`config.mk`:
```
export PLATFORM = sky130hd
export DESIGN_NAME = bht_update
export DESIGN_NICKNAME = d
export VERILOG_FILES = /design/src/rtl/bht_update.sv
export SDC_FILE = /design/constraint.sdc
export NUM_CORES = 1
export LEC_CHECK = 0
export CAP_MARGIN = 20
export CORE_ASPECT_RATIO = 0.75
export CORE_UTILIZATION = 35
export DETAILED_ROUTE_END_ITERATION = 16
export PLACE_DENSITY = 0.54
export SETUP_SLACK_MARGIN = 0.15
export SYNTH_ARGS = -nofsm -noshare
export SYNTH_HDL_FRONTEND = slang
export SYNTH_SLANG_ARGS = --single-unit
```
`constraint.sdc`:
```
create_clock -name clk -period 5.5 [get_ports clk]
set_input_delay 1.1 -clock clk [delete_from_list [all_inputs] [get_ports clk]]
set_output_delay 1.1 -clock clk [all_outputs]
set_load 0.02 [all_outputs]
```
`src/rtl/bht_update.sv`:
```
// rtl/bht_update.sv - branch history table and BTB update controller between EX and btb
module bht_update #(
  parameter int BHT_ADDR_LEN = 7
) (
  input  logic        clk,
  input  logic        rst,
  input  logic [31:0] raddr,
  input  logic        btb_hit,
  output logic        pred_taken,
  input  logic        ex_br_valid,
  input  logic [31:0] ex_pc,
  input  logic        ex_taken,
  input  logic [31:0] ex_target,
  input  logic        ex_btb_hit,
  input  logic        ex_pred_taken,
  input  logic [31:0] ex_pred_target,
  output logic [1:0]  web,
  output logic [31:0] waddr,
  output logic [31:0] wr_data,
  output logic [31:0] br_count,
  output logic [31:0] mispred_count
);

  localparam int DEPTH = 1 << BHT_ADDR_LEN;

  localparam logic [1:0] CNT_SN = 2'b00;
  localparam logic [1:0] CNT_WN = 2'b01;
  localparam logic [1:0] CNT_ST = 2'b11;

  localparam logic [1:0] WEB_NONE  = 2'b00;
  localparam logic [1:0] WEB_UPD   = 2'b01;
  localparam logic [1:0] WEB_ADD   = 2'b10;
  localparam logic [1:0] WEB_INVAL = 2'b11;

  logic [1:0]  cnt_q [DEPTH];
  logic [1:0]  web_q, web_d;
  logic [31:0] waddr_q, wr_data_q;
  logic [31:0] br_count_q, mispred_count_q;

  logic [BHT_ADDR_LEN-1:0] rd_idx, ex_idx;
  logic [1:0]              old_cnt, new_cnt;
  logic                    target_diff;
  logic                    mispred;
  logic                    unused_addr_bits;

  assign rd_idx  = raddr[BHT_ADDR_LEN-1:0];
  assign ex_idx  = ex_pc[BHT_ADDR_LEN-1:0];
  assign old_cnt = cnt_q[ex_idx];

  // PC bits above the index are intentionally ignored: the table is untagged
  assign unused_addr_bits = ^{raddr[31:BHT_ADDR_LEN], ex_pc[31:BHT_ADDR_LEN]};

  // Fetch prediction reads the table as it stands before this edge's update (no bypass)
  assign pred_taken = btb_hit & cnt_q[rd_idx][1];

  assign target_diff = (ex_pred_target != ex_target);
  assign mispred     = (ex_pred_taken != ex_taken) | (ex_taken & ex_pred_taken & target_diff);

  // Next counter value and BTB command derived from the pre-update counter
  always_comb begin
    new_cnt = old_cnt;
    web_d   = WEB_NONE;
    if (ex_taken) begin
      if (old_cnt != CNT_ST) new_cnt = old_cnt + 2'd1;
    end else begin
      if (old_cnt != CNT_SN) new_cnt = old_cnt - 2'd1;
    end
    if (ex_br_valid) begin
      if (ex_taken && !ex_btb_hit)                   web_d = WEB_ADD;
      else if (ex_taken && ex_btb_hit && target_diff) web_d = WEB_UPD;
      else if (!ex_taken && ex_btb_hit && old_cnt == CNT_SN) web_d = WEB_INVAL;
      else                                            web_d = WEB_NONE;
    end
  end

  // Direction counter table; reset wins over an in-flight resolved branch
  always_ff @(posedge clk) begin
    if (rst) begin
      for (int i = 0; i < DEPTH; i++) cnt_q[i] <= CNT_WN;
    end else if (ex_br_valid) begin
      cnt_q[ex_idx] <= new_cnt;
    end
  end

  // Registered one-cycle BTB command; address/data hold between branches
  always_ff @(posedge clk) begin
    if (rst) begin
      web_q     <= WEB_NONE;
      waddr_q   <= '0;
      wr_data_q <= '0;
    end else begin
      web_q <= web_d;
      if (ex_br_valid) begin
        waddr_q   <= ex_pc;
        wr_data_q <= ex_target;
      end
    end
  end

  // Saturating branch and mispredict statistics
  always_ff @(posedge clk) begin
    if (rst) begin
      br_count_q      <= '0;
      mispred_count_q <= '0;
    end else if (ex_br_valid) begin
      if (br_count_q != '1) br_count_q <= br_count_q + 32'd1;
      if (mispred && mispred_count_q != '1) mispred_count_q <= mispred_count_q + 32'd1;
    end
  end

  assign web           = web_q;
  assign waddr         = waddr_q;
  assign wr_data       = wr_data_q;
  assign br_count      = br_count_q;
  assign mispred_count = mispred_count_q;

endmodule

```
-- Word-level counts from Yosys, hierarchy flattened
Memory sizes are Yosys's and may differ from the RTL's.
Cells that the tools add are included.
- memories kept: 1
- word-level logic and storage cells: 50
- output and inout bits: 131
- input port bits: 135
- register bits after elaboration: 130
- RAM bits: 256
- bitwise logic cells: 5
- $add $sub $neg: 4
- mux-type cells: 14
- reductions and logical operators: 15
- equality and inequality tests: 5
- memories (memory ; words ; width ; rd ports ; clocked after memory_dff ; write ports ; RTL line ; text):
    cnt_q ; 128 ; 2 ; 2 ; 0 ; 128 ; 35 ; logic [1:0] cnt_q [DEPTH];
- operators with widths (kind ; count):
    $add A32 B1 Y32 const B ; 2
    $ne A32 B32 Y1 const B ; 2
    $ne A32 B32 Y1 ; 1
    $mux W2 ; 7
    $mux W7 ; 1
    $logic_and A1 B1 Y1 ; 6
    $mux W1 ; 6
    $reduce_and A2 Y1 ; 2
    $reduce_or A2 Y1 ; 2
    $and A1 B1 Y1 ; 3
    $reduce_or A3 Y1 ; 1
    $add A2 B1 Y2 const B ; 1
    $logic_not A1 Y1 ; 2
    $logic_not A2 Y1 ; 1
    $ne A2 B2 Y1 const B ; 1
    $reduce_bool A2 Y1 ; 1
    $sub A2 B1 Y2 const B ; 1
    $ne A1 B1 Y1 ; 1
    $not A1 Y1 ; 1
    $or A1 B1 Y1 ; 1

-- Logic depth before layout (Yosys ltp)
Gate-level depths: netlist of the first run.
- depth after elaboration: 6
- gate-level depth with buffers: 14
- gate-level depth less buffers: 8

-- Least setup slack after synthesis of the first run
No wires, ideal clock.
- kind: in2out
- start point: input raddr[0]
- end point: output pred_taken
- arrival time: 3575 ps
- required time: 4400 ps
- stages on the path: 7
- path slack: 825 ps
- path buffers: 2
- path through: clkbuf_1 -> buf_1 -> mux4_2 -> mux4_2 -> mux4_2 -> mux2i_1 -> nor2b_1
- cells in the longest elaborated chain, start to end: 2
- RTL lines (item ; RTL line ; text):
    start, declared ; 7 ; input logic [31:0] raddr,
    $mem_v2 Z128 W2 ; -- ;
    $and A1 B1 Y1 ; 54 ; assign pred_taken = btb_hit & cnt_q[rd_idx][1];
    end, declared ; 9 ; output logic pred_taken,
No other way between the ends.

-- Worst setup path after layout of the first run
Ends and elaborated chain as after synthesis.

==> flow_metrics.tcl, run 1 <==
set metrics [dict create \
    synthAdderAreaFrac_pct 0.300 \
    seq_area_mm2 0.0103 \
    crit_start "raddr[0]" \
    syn_area_mm2 0.0200 \
    synth.avg_cell_area_um2 11.1 \
    synth_edf_count 256 \
    multi_input_area_mm2 0.00888 \
    die_x_um 278 \
    netlist_instances 1805 \
    ys_types 68 \
    antenna_found_initial 1 \
    drive_gt1_share_pct 16.2 \
    power_density_mw_per_mm2 289 \
    skew_ns 0.0237 \
    wire_per_inst_um 25.1 \
    numCtsBuffers 43 \
    synth_top_family_by_area "simple AND/OR/NAND/NOR gates" \
    wl_mm 69.4 \
    nNetsFinal 2142 \
    core_area_mm2 0.0562 \
    portBuffers 240 \
    start_util_pct 35.6 \
    synth_compound_area_share_pct 9.11 \
    ant_nets 0 \
    hold_viol_final 0 \
    max_slew.worst_pin.slew_ns 1.12 \
    cts_resized 0 \
    drtIter0Drc 1889 \
    crit_arrival_ns 3.91 \
    ys_ff_latch 386 \
    die_h_um 209 \
    start_kind "primary input" \
    gp_congestion 0.966 \
    grtUsageTotal_pct 23.6 \
    io_pins 266 \
    relSlewSlack_pct 25.4 \
    synth-xor-area-share_pct 3.76 \
    critPathKind "primary input to output pin" \
    yosysSeqAreaShare_pct 51.4 \
    r2r_start "cnt_q[68][0]" \
    synthSimpleGateAreaFrac_pct 19.2 \
    grt_max_degree 145 \
    end_kind "output pin" \
    period_needed_ns 5.01 \
    clock_path_buffers 3 \
    post-cts-setup-buffer-count 0 \
    async_reset_ff_share_pct 0 \
    firstDrtPassIters 5 \
    mostFrequentLayoutCells "edfxtp_1 (256), clkdlybuf4s50_1 (233), nor2_1 (204)" \
    syn_to_final_growth_pct 23.6 \
    final_cell_area_mm2 0.0247 \
    synthMuxAreaShare_pct 11.8 \
    ir_worst_vdd_mv 0.311 \
    fp-row-count 75 \
    grt_pass1_vias 15400 \
    dieArea_mm2 0.0582 \
    clock_latency_ns 0.58 \
    min_from "wr_data[5]" \
    grt_pass1_wl_mm 103 \
    drc 0 \
    yosysWarnings 0 \
    cts_root_buffer "clkbuf_16" \
    min_period_over_period_pct 91.1 \
    cp_data_required_time_ns 4.40 \
    rsz0062_at_grt "false" \
    power_leakage_nw 8.28 \
    viasPerCell 5.77 \
    cts.sinks 386 \
    dp_hpwl_mm 47.7 \
    gr-total-overflow 0 \
    mostFrequentLayoutCell "edfxtp_1" \
    cts.clk_slew.worst_paths_ns 0.05 \
    status "finished clean" \
    hold_path_class "flop to flop" \
    critPathMaxFanout 32 \
    finalSetupViolCount 0 \
    place_area_mm2 0.0233 \
    cts-htree-levels 2 \
    drv_slew 0 \
    cts_tree "built" \
    tns_ns 0 \
    antenna_cells 0 \
    fillers 5281 \
    synth_nets 1943 \
    cap_violations 0 \
    vias 16000 \
    synthFlopType "edfxtp_1" \
    cts_hold_buf 0 \
    fmax_mhz 200 \
]
## path summary, 6_finish.rpt
path / end / slack (ns) / cells after the start
worst max-delay path: pred_taken / 0.49 / 8
worst max register to register: cnt_q[63][1] / 2.08 / 10
worst min register to register: wr_data[5] / 0.49 / 2
worst min-delay path: wr_data[5] / 0.49 / 2
## where the power goes
| part | internal, W | total [W] | switching, W |
|---|---|---|---|
| combinational | 0.000389 | 0.00100 | 0.000611 |
| clock | 0.00170 | 0.00294 | 0.00124 |
| sequential | 0.00316 | 0.00321 | 0.0000472 |
## kinds of logic (layout without fill, tap and decap cells)
logic type                 Yosys count  after routing
xor gates and xnor gates            86             86
muxes                              164            164
AOI/OAI and AO/OA                  243            243
adders and majority gates            5              5
DFF                                386            386
buffers and inverters              193            425
and+or+nand+nor                    728            728
## through the flow
step                total power (W)  util, %  hold slack, ns  setup slack (ns)  cells
detailed placement          0.00425     41.4           0.481             0.480   2684
finish                      0.00715     44.0           0.491             0.491   2768
CTS                         0.00720     43.9           0.496             0.479   2762
floorplan                   0.00383        -           0.555             0.825   1805
global route                0.00736     44.0           0.515             0.394   2768
global placement            0.00425     41.4           0.474             0.458   2683
## Yosys cell counts (all sizes together), types with 10 or more instances
master,instances,share of area [%]
nor3,111,4.4
mux2i,83,4.2
inv,20,0.38
nor4,10,0.31
nor2,205,3.8
nand2b,50,1.6
nand4,25,0.78
mux4,55,6.2
o21ai,23,0.58
edfxtp,256,38
nand3,160,4.0
o21bai,14,0.53
a21o,69,2.6
xor2,21,0.92
clkbuf,104,2.0
a221oi,27,1.2
a21oi,19,0.48
xnor2,65,2.8
nand2,96,1.8
mux2,26,1.5
a22oi,26,0.98
buf,69,2.1
nor2b,16,0.50
dfxtp,130,13
and3,17,0.53
## critical path, cell delays in order
cell and delay [ns]:
buf_2 0.10, buf_12 0.28, mux4_2 0.61, mux4_2 0.54, mux4_2 0.48, mux2i_1 0.16, nor2b_1 0.06, clkdlybuf4s50_1 0.54
## flip-flops by register name, indices dropped and copies added (netlist names)
name           count
br_count          32
cnt_q            256
web                2
waddr             32
wr_data           32
mispred_count     32
## layer usage
metal  GRT usage (%)  routed length (um)
met5               0                   0
met1            34.9               30500
met3            5.01                6950
met2            34.3               30100
met4            7.20                1840
## cell type report
cell class              count  share of cell area [%]
clock buffers              58                    4.76
clock inverters            20                   0.931
inverters                  20                   0.303
multi-input cells        1226                    35.9
flip-flops and latches    386                    41.6
well taps                 731                    3.70
repair buffers            327                    12.8
No activity file was read; power rests on OpenSTA's default activity.
==> run 2: changes to the inputs <==
- RECOVER_POWER: default -> 25
- SLEW_MARGIN: default -> 30
==> flow_metrics.tcl, run 2 (synthesized netlist as in run 1, its figures left out) <==
set metrics [dict create \
    place_ws_ns 0.482 \
    dp.cells 2683 \
    r2r_start "cnt_q[68][0]" \
    postLayoutSetupSlackWorst_ns 0.473 \
    vias 15900 \
    clock_path_buffers 3 \
    cts.clk_slew.worst_paths_ns 0.06 \
    mostFrequentLayoutCell "edfxtp_1" \
    min_from "waddr[28]" \
    hold_ws_ns 0.488 \
    cts_hold_buf 0 \
    cap_violations 1 \
    dp_hpwl_mm 47.7 \
    ir_worst_vdd_mv 0.211 \
    tns_ns 0 \
    viasPerCell 5.74 \
    r2r_end "cnt_q[63][1]" \
    cts_tree "built" \
    mostFrequentLayoutCells "edfxtp_1 (256), nor2_1 (195), nand3_1 (160)" \
    power_density_mw_per_mm2 297 \
    firstDrtPassIters 6 \
    drv_slew 30 \
    antenna_cells 0 \
    status "complete, but fails checks" \
    drtIter0Drc 1837 \
    skew_ns 0.0222 \
    cts.sinks 386 \
    utilization_pct 44.2 \
    hold_path_class "flop to flop" \
    drc 0 \
    grtUsageTotal_pct 23.5 \
    whs_endpoint "waddr[28]" \
    gr-total-overflow 0 \
    drive_gt1_share_pct 16.3 \
    rsz0062_at_grt "false" \
    antenna_found_initial 0 \
    grt_max_degree 145 \
    grt_pass1_vias 15300 \
    period_needed_ns 5.03 \
    finalSetupViolCount 0 \
    end_kind "output pin" \
    fmax_mhz 199 \
    clock_latency_ns 0.58 \
    gp_congestion 0.966 \
    io_pins 266 \
    start_kind "primary input" \
    start_util_pct 35.6 \
    syn_to_final_growth_pct 24.0 \
    die_x_um 278 \
    fp-row-count 75 \
    numCtsBuffers 43 \
    cp_data_required_time_ns 4.40 \
    critPathKind "primary input to output pin" \
    portBuffers 240 \
    nNetsFinal 2135 \
    crit_arrival_ns 3.93 \
    cts_resized 0 \
    max_slew.worst_pin.slew_ns 2.14 \
    wire_per_inst_um 25.1 \
    ant_nets 0 \
    cts_root_buffer "clkbuf_16" \
    hold_viol_final 0 \
    dieArea_mm2 0.0582 \
    min_period_over_period_pct 91.4 \
    fin_cells 2762 \
    wl_mm 69.4 \
    top_register "cnt_q" \
    largest_register_ffs 256 \
    core_area_mm2 0.0562 \
    power_leakage_nw 8.60 \
    hold_depth 2 \
    violations "max-capacitance violations, max-slew violations" \
    grt_pass1_wl_mm 102 \
    relSlewSlack_pct -43.0 \
    cts-htree-levels 2 \
    fillers 5243 \
    post-cts-setup-buffer-count 0 \
    critPathMaxFanout 32 \
    die_h_um 209 \
    r2r_setup_slack_ns 2.04 \
    r2r_cells 10 \
]
## run 2: cell types whose count changed in the layout (fill, tap and decap cells not counted), sizes merged
cell,previous run,this run
clkdlybuf4s50,233,129
dlygate4sd3,0,104
buf,92,82
bufinv,4,9
clkinvlp,6,2
clkbuf,60,61
clkinv,6,7
inv,24,25
## run 2: worst max-delay path by stage
stage	end	slack (ns)	from	cells after the start
floorplan	pred_taken	0.82	raddr[0]	7
global placement	pred_taken	0.46	raddr[0]	8
detailed placement	pred_taken	0.48	raddr[0]	8
CTS	pred_taken	0.48	raddr[0]	8
global route	pred_taken	0.38	raddr[0]	8
finish	pred_taken	0.47	raddr[0]	8
## run 2: critical path, cell delays in order
cell             delay (ns)
buf_2                  0.10
buf_12                 0.26
mux4_2                 0.62
mux4_2                 0.53
mux4_2                 0.48
mux2i_1                0.16
nor2b_1                0.06
clkdlybuf4s50_1        0.53
## run 2: where the power goes
| group | internal [W] | leakage [nW] | switching [W] |
|---|---|---|---|
| sequential | 0.00316 | 3.35 | 0.0000463 |
| combinational | 0.000379 | 4.51 | 0.000611 |
| clock | 0.00192 | 0.743 | 0.00126 |
| total | 0.00546 | 8.60 | 0.00191 |
## run 2: stage by stage
stage          total power, W  cell area, um2
4_1_cts               0.00744           24800
2_1_floorplan         0.00383           20000
3_5_place_dp          0.00425           23300
3_3_place_gp          0.00425           23300
6_report              0.00738           24800
5_1_grt               0.00758           24800
## run 2: cell type report
| type | instances | area (um2) | area share, % |
|---|---|---|---|
| flip-flops and latches | 386 | 10300 | 41.4 |
| multi-input cells | 1226 | 8920 | 35.9 |
| clock inverters | 23 | 368 | 1.48 |
| clock buffers | 56 | 1160 | 4.66 |
| well taps | 731 | 915 | 3.68 |
| repair buffers | 320 | 3110 | 12.5 |
| inverters | 20 | 75.1 | 0.302 |
## run 2: metal layers
layer  part of all wire, %  global-route usage (%)  vias up
li1                      -                       -     7059
met1                    44                    34.4     7943
met2                    44                    34.4      737
met3                   9.5                    5.30      119
met4                   2.7                    7.11        0
met5                     0                       0        -
==> run 3: changes to the inputs <==
- REMOVE_ABC_BUFFERS: default -> 1
==> flow_metrics.tcl, run 3 (synthesized netlist as in run 1, its figures left out) <==
set metrics [dict create \
    path_buf_inv 3 \
    place_ws_ns 0.317 \
    power_density_mw_per_mm2 281 \
    drtIter0Drc 1649 \
    cts_hold_buf 0 \
    drv_slew 250 \
    cts_tree "built" \
    p_int_w 0.00507 \
    largest_register_ffs 256 \
    pwr-share-clk_pct 39.2 \
    antenna_cells 0 \
    dp_hpwl_mm 46.4 \
    nNetsFinal 2153 \
    cts.sinks 386 \
    grt_max_degree 99 \
    r2r_cells 9 \
    violations "max-capacitance violations, max-slew violations" \
    power_leakage_nw 8.58 \
    final_cell_area_mm2 0.0247 \
    period_needed_ns 5.23 \
    wl_mm 68.5 \
    io_pins 266 \
    die_x_um 278 \
    firstDrtPassIters 7 \
    hold_depth 2 \
    grtUsageTotal_pct 23.3 \
    cts-htree-levels 2 \
    hold_ws_ns 0.487 \
    top_register "cnt_q" \
    drc 0 \
    switching_power_w 0.00187 \
    worst_path_most_repeated_cell "mux4_2" \
    r2r_start "cnt_q[84][1]" \
    grt_pass1_wl_mm 102 \
    portBuffers 240 \
    crit_start "raddr[0]" \
    p_seq_share_pct 46.2 \
    ant_nets 0 \
    viasPerCell 5.75 \
    start_kind "primary input" \
    cts_resized 0 \
    tns_ns 0 \
    swShare_pct 27.0 \
    dieArea_mm2 0.0582 \
    place_area_mm2 0.0235 \
    core_area_mm2 0.0562 \
    fmax_mhz 191 \
    max_slew.worst_pin.slew_ns 4.51 \
    post-cts-setup-buffer-count 0 \
    gp_congestion 0.917 \
    p_comb_share_pct 14.7 \
    clock_path_buffers 3 \
    min_period_over_period_pct 95.0 \
    critPathMaxFanout 32 \
    dp.cells 2702 \
    die_h_um 209 \
    vias 16000 \
    cpMaxStageDelayCell "mux4_2" \
    cap_violations 3 \
    ir_worst_vdd_mv 0.190 \
    postLayoutSetupSlackWorst_ns 0.275 \
    numCtsBuffers 42 \
    worstPathCellList "buf_2, buf_12, mux4_2, mux4_2, mux4_2, mux2i_1, nor2b_1, clkdlybuf4s50_1" \
    max_stage_delay_ns 0.58 \
    cts_root_buffer "clkbuf_16" \
    critPathKind "primary input to output pin" \
    fin_cells 2779 \
    mostFrequentLayoutCells "edfxtp_1 (256), nor2_1 (196), nand3_1 (160)" \
    finalSetupViolCount 0 \
    hold_path_class "flop to flop" \
    cp.depth 8 \
    critPathTopFamily "multiplexers" \
    clock_latency_ns 0.58 \
    wire_per_inst_um 24.7 \
    relSlewSlack_pct -201 \
    cts.clk_slew.worst_paths_ns 0.06 \
    cp_data_required_time_ns 4.40 \
    syn_to_final_growth_pct 23.6 \
    min_from "waddr[2]" \
    fp-row-count 75 \
    start_util_pct 35.6 \
    antenna_found_initial 1 \
    hold_viol_final 0 \
    crit_arrival_ns 4.13 \
    drive_gt1_share_pct 16.7 \
    rsz0062_at_grt "false" \
    skew_ns 0.0306 \
    mostFrequentLayoutCell "edfxtp_1" \
    end_kind "output pin" \
    grt_pass1_vias 15700 \
    gr-total-overflow 0 \
    status "complete, but fails checks" \
]
## run 3: worst paths after layout
path	end	slack (ns)
max	pred_taken	0.27
min reg2reg	waddr[2]	0.49
min	waddr[2]	0.49
max reg2reg	cnt_q[23][1]	2.00
## run 3: tightest hold or removal path, cell delays in order, from the launching register on
cell	delay (ns)
dfxtp_1	0.32
mux2i_1	0.06
nor2_1	0.07
## run 3: power groups by stage
| stage | clock, W | combinational (W) | sequential, W |
|---|---|---|---|
| CTS | 0.00277 | 0.00101 | 0.00321 |
| finish | 0.00272 | 0.00102 | 0.00321 |
| global placement | 0 | 0.000998 | 0.00327 |
| floorplan | 0 | 0.000415 | 0.00329 |
| detailed placement | 0 | 0.00101 | 0.00327 |
| global route | 0.00289 | 0.00107 | 0.00321 |
## run 3: stage by stage
| stage | total power [W] | utilization (%) |
|---|---|---|
| 2_1_floorplan | 0.00370 | - |
| 3_3_place_gp | 0.00427 | 41.7 |
| 3_5_place_dp | 0.00427 | 41.7 |
| 4_1_cts | 0.00699 | 44.0 |
| 5_1_grt | 0.00717 | 44.0 |
| 6_report | 0.00695 | 44.0 |
## run 3: per-layer routing
metal	up-vias	wire length, um	track usage (%)
li1	7093	-	-
met3	134	6540	5.52
met1	7945	29700	32.8
met5	-	11	0
met2	804	30600	35.9
met4	2	1670	6.00
## run 3: area by class of cell
class                   count  area [um2]
fillers                  5224       31500
flip-flops and latches    386       10300
multi-input cells        1226        8900
repair buffers            339        3270
clock buffers              52        1130
well taps                 731         915
clock inverters            25         145
inverters                  20        75.1
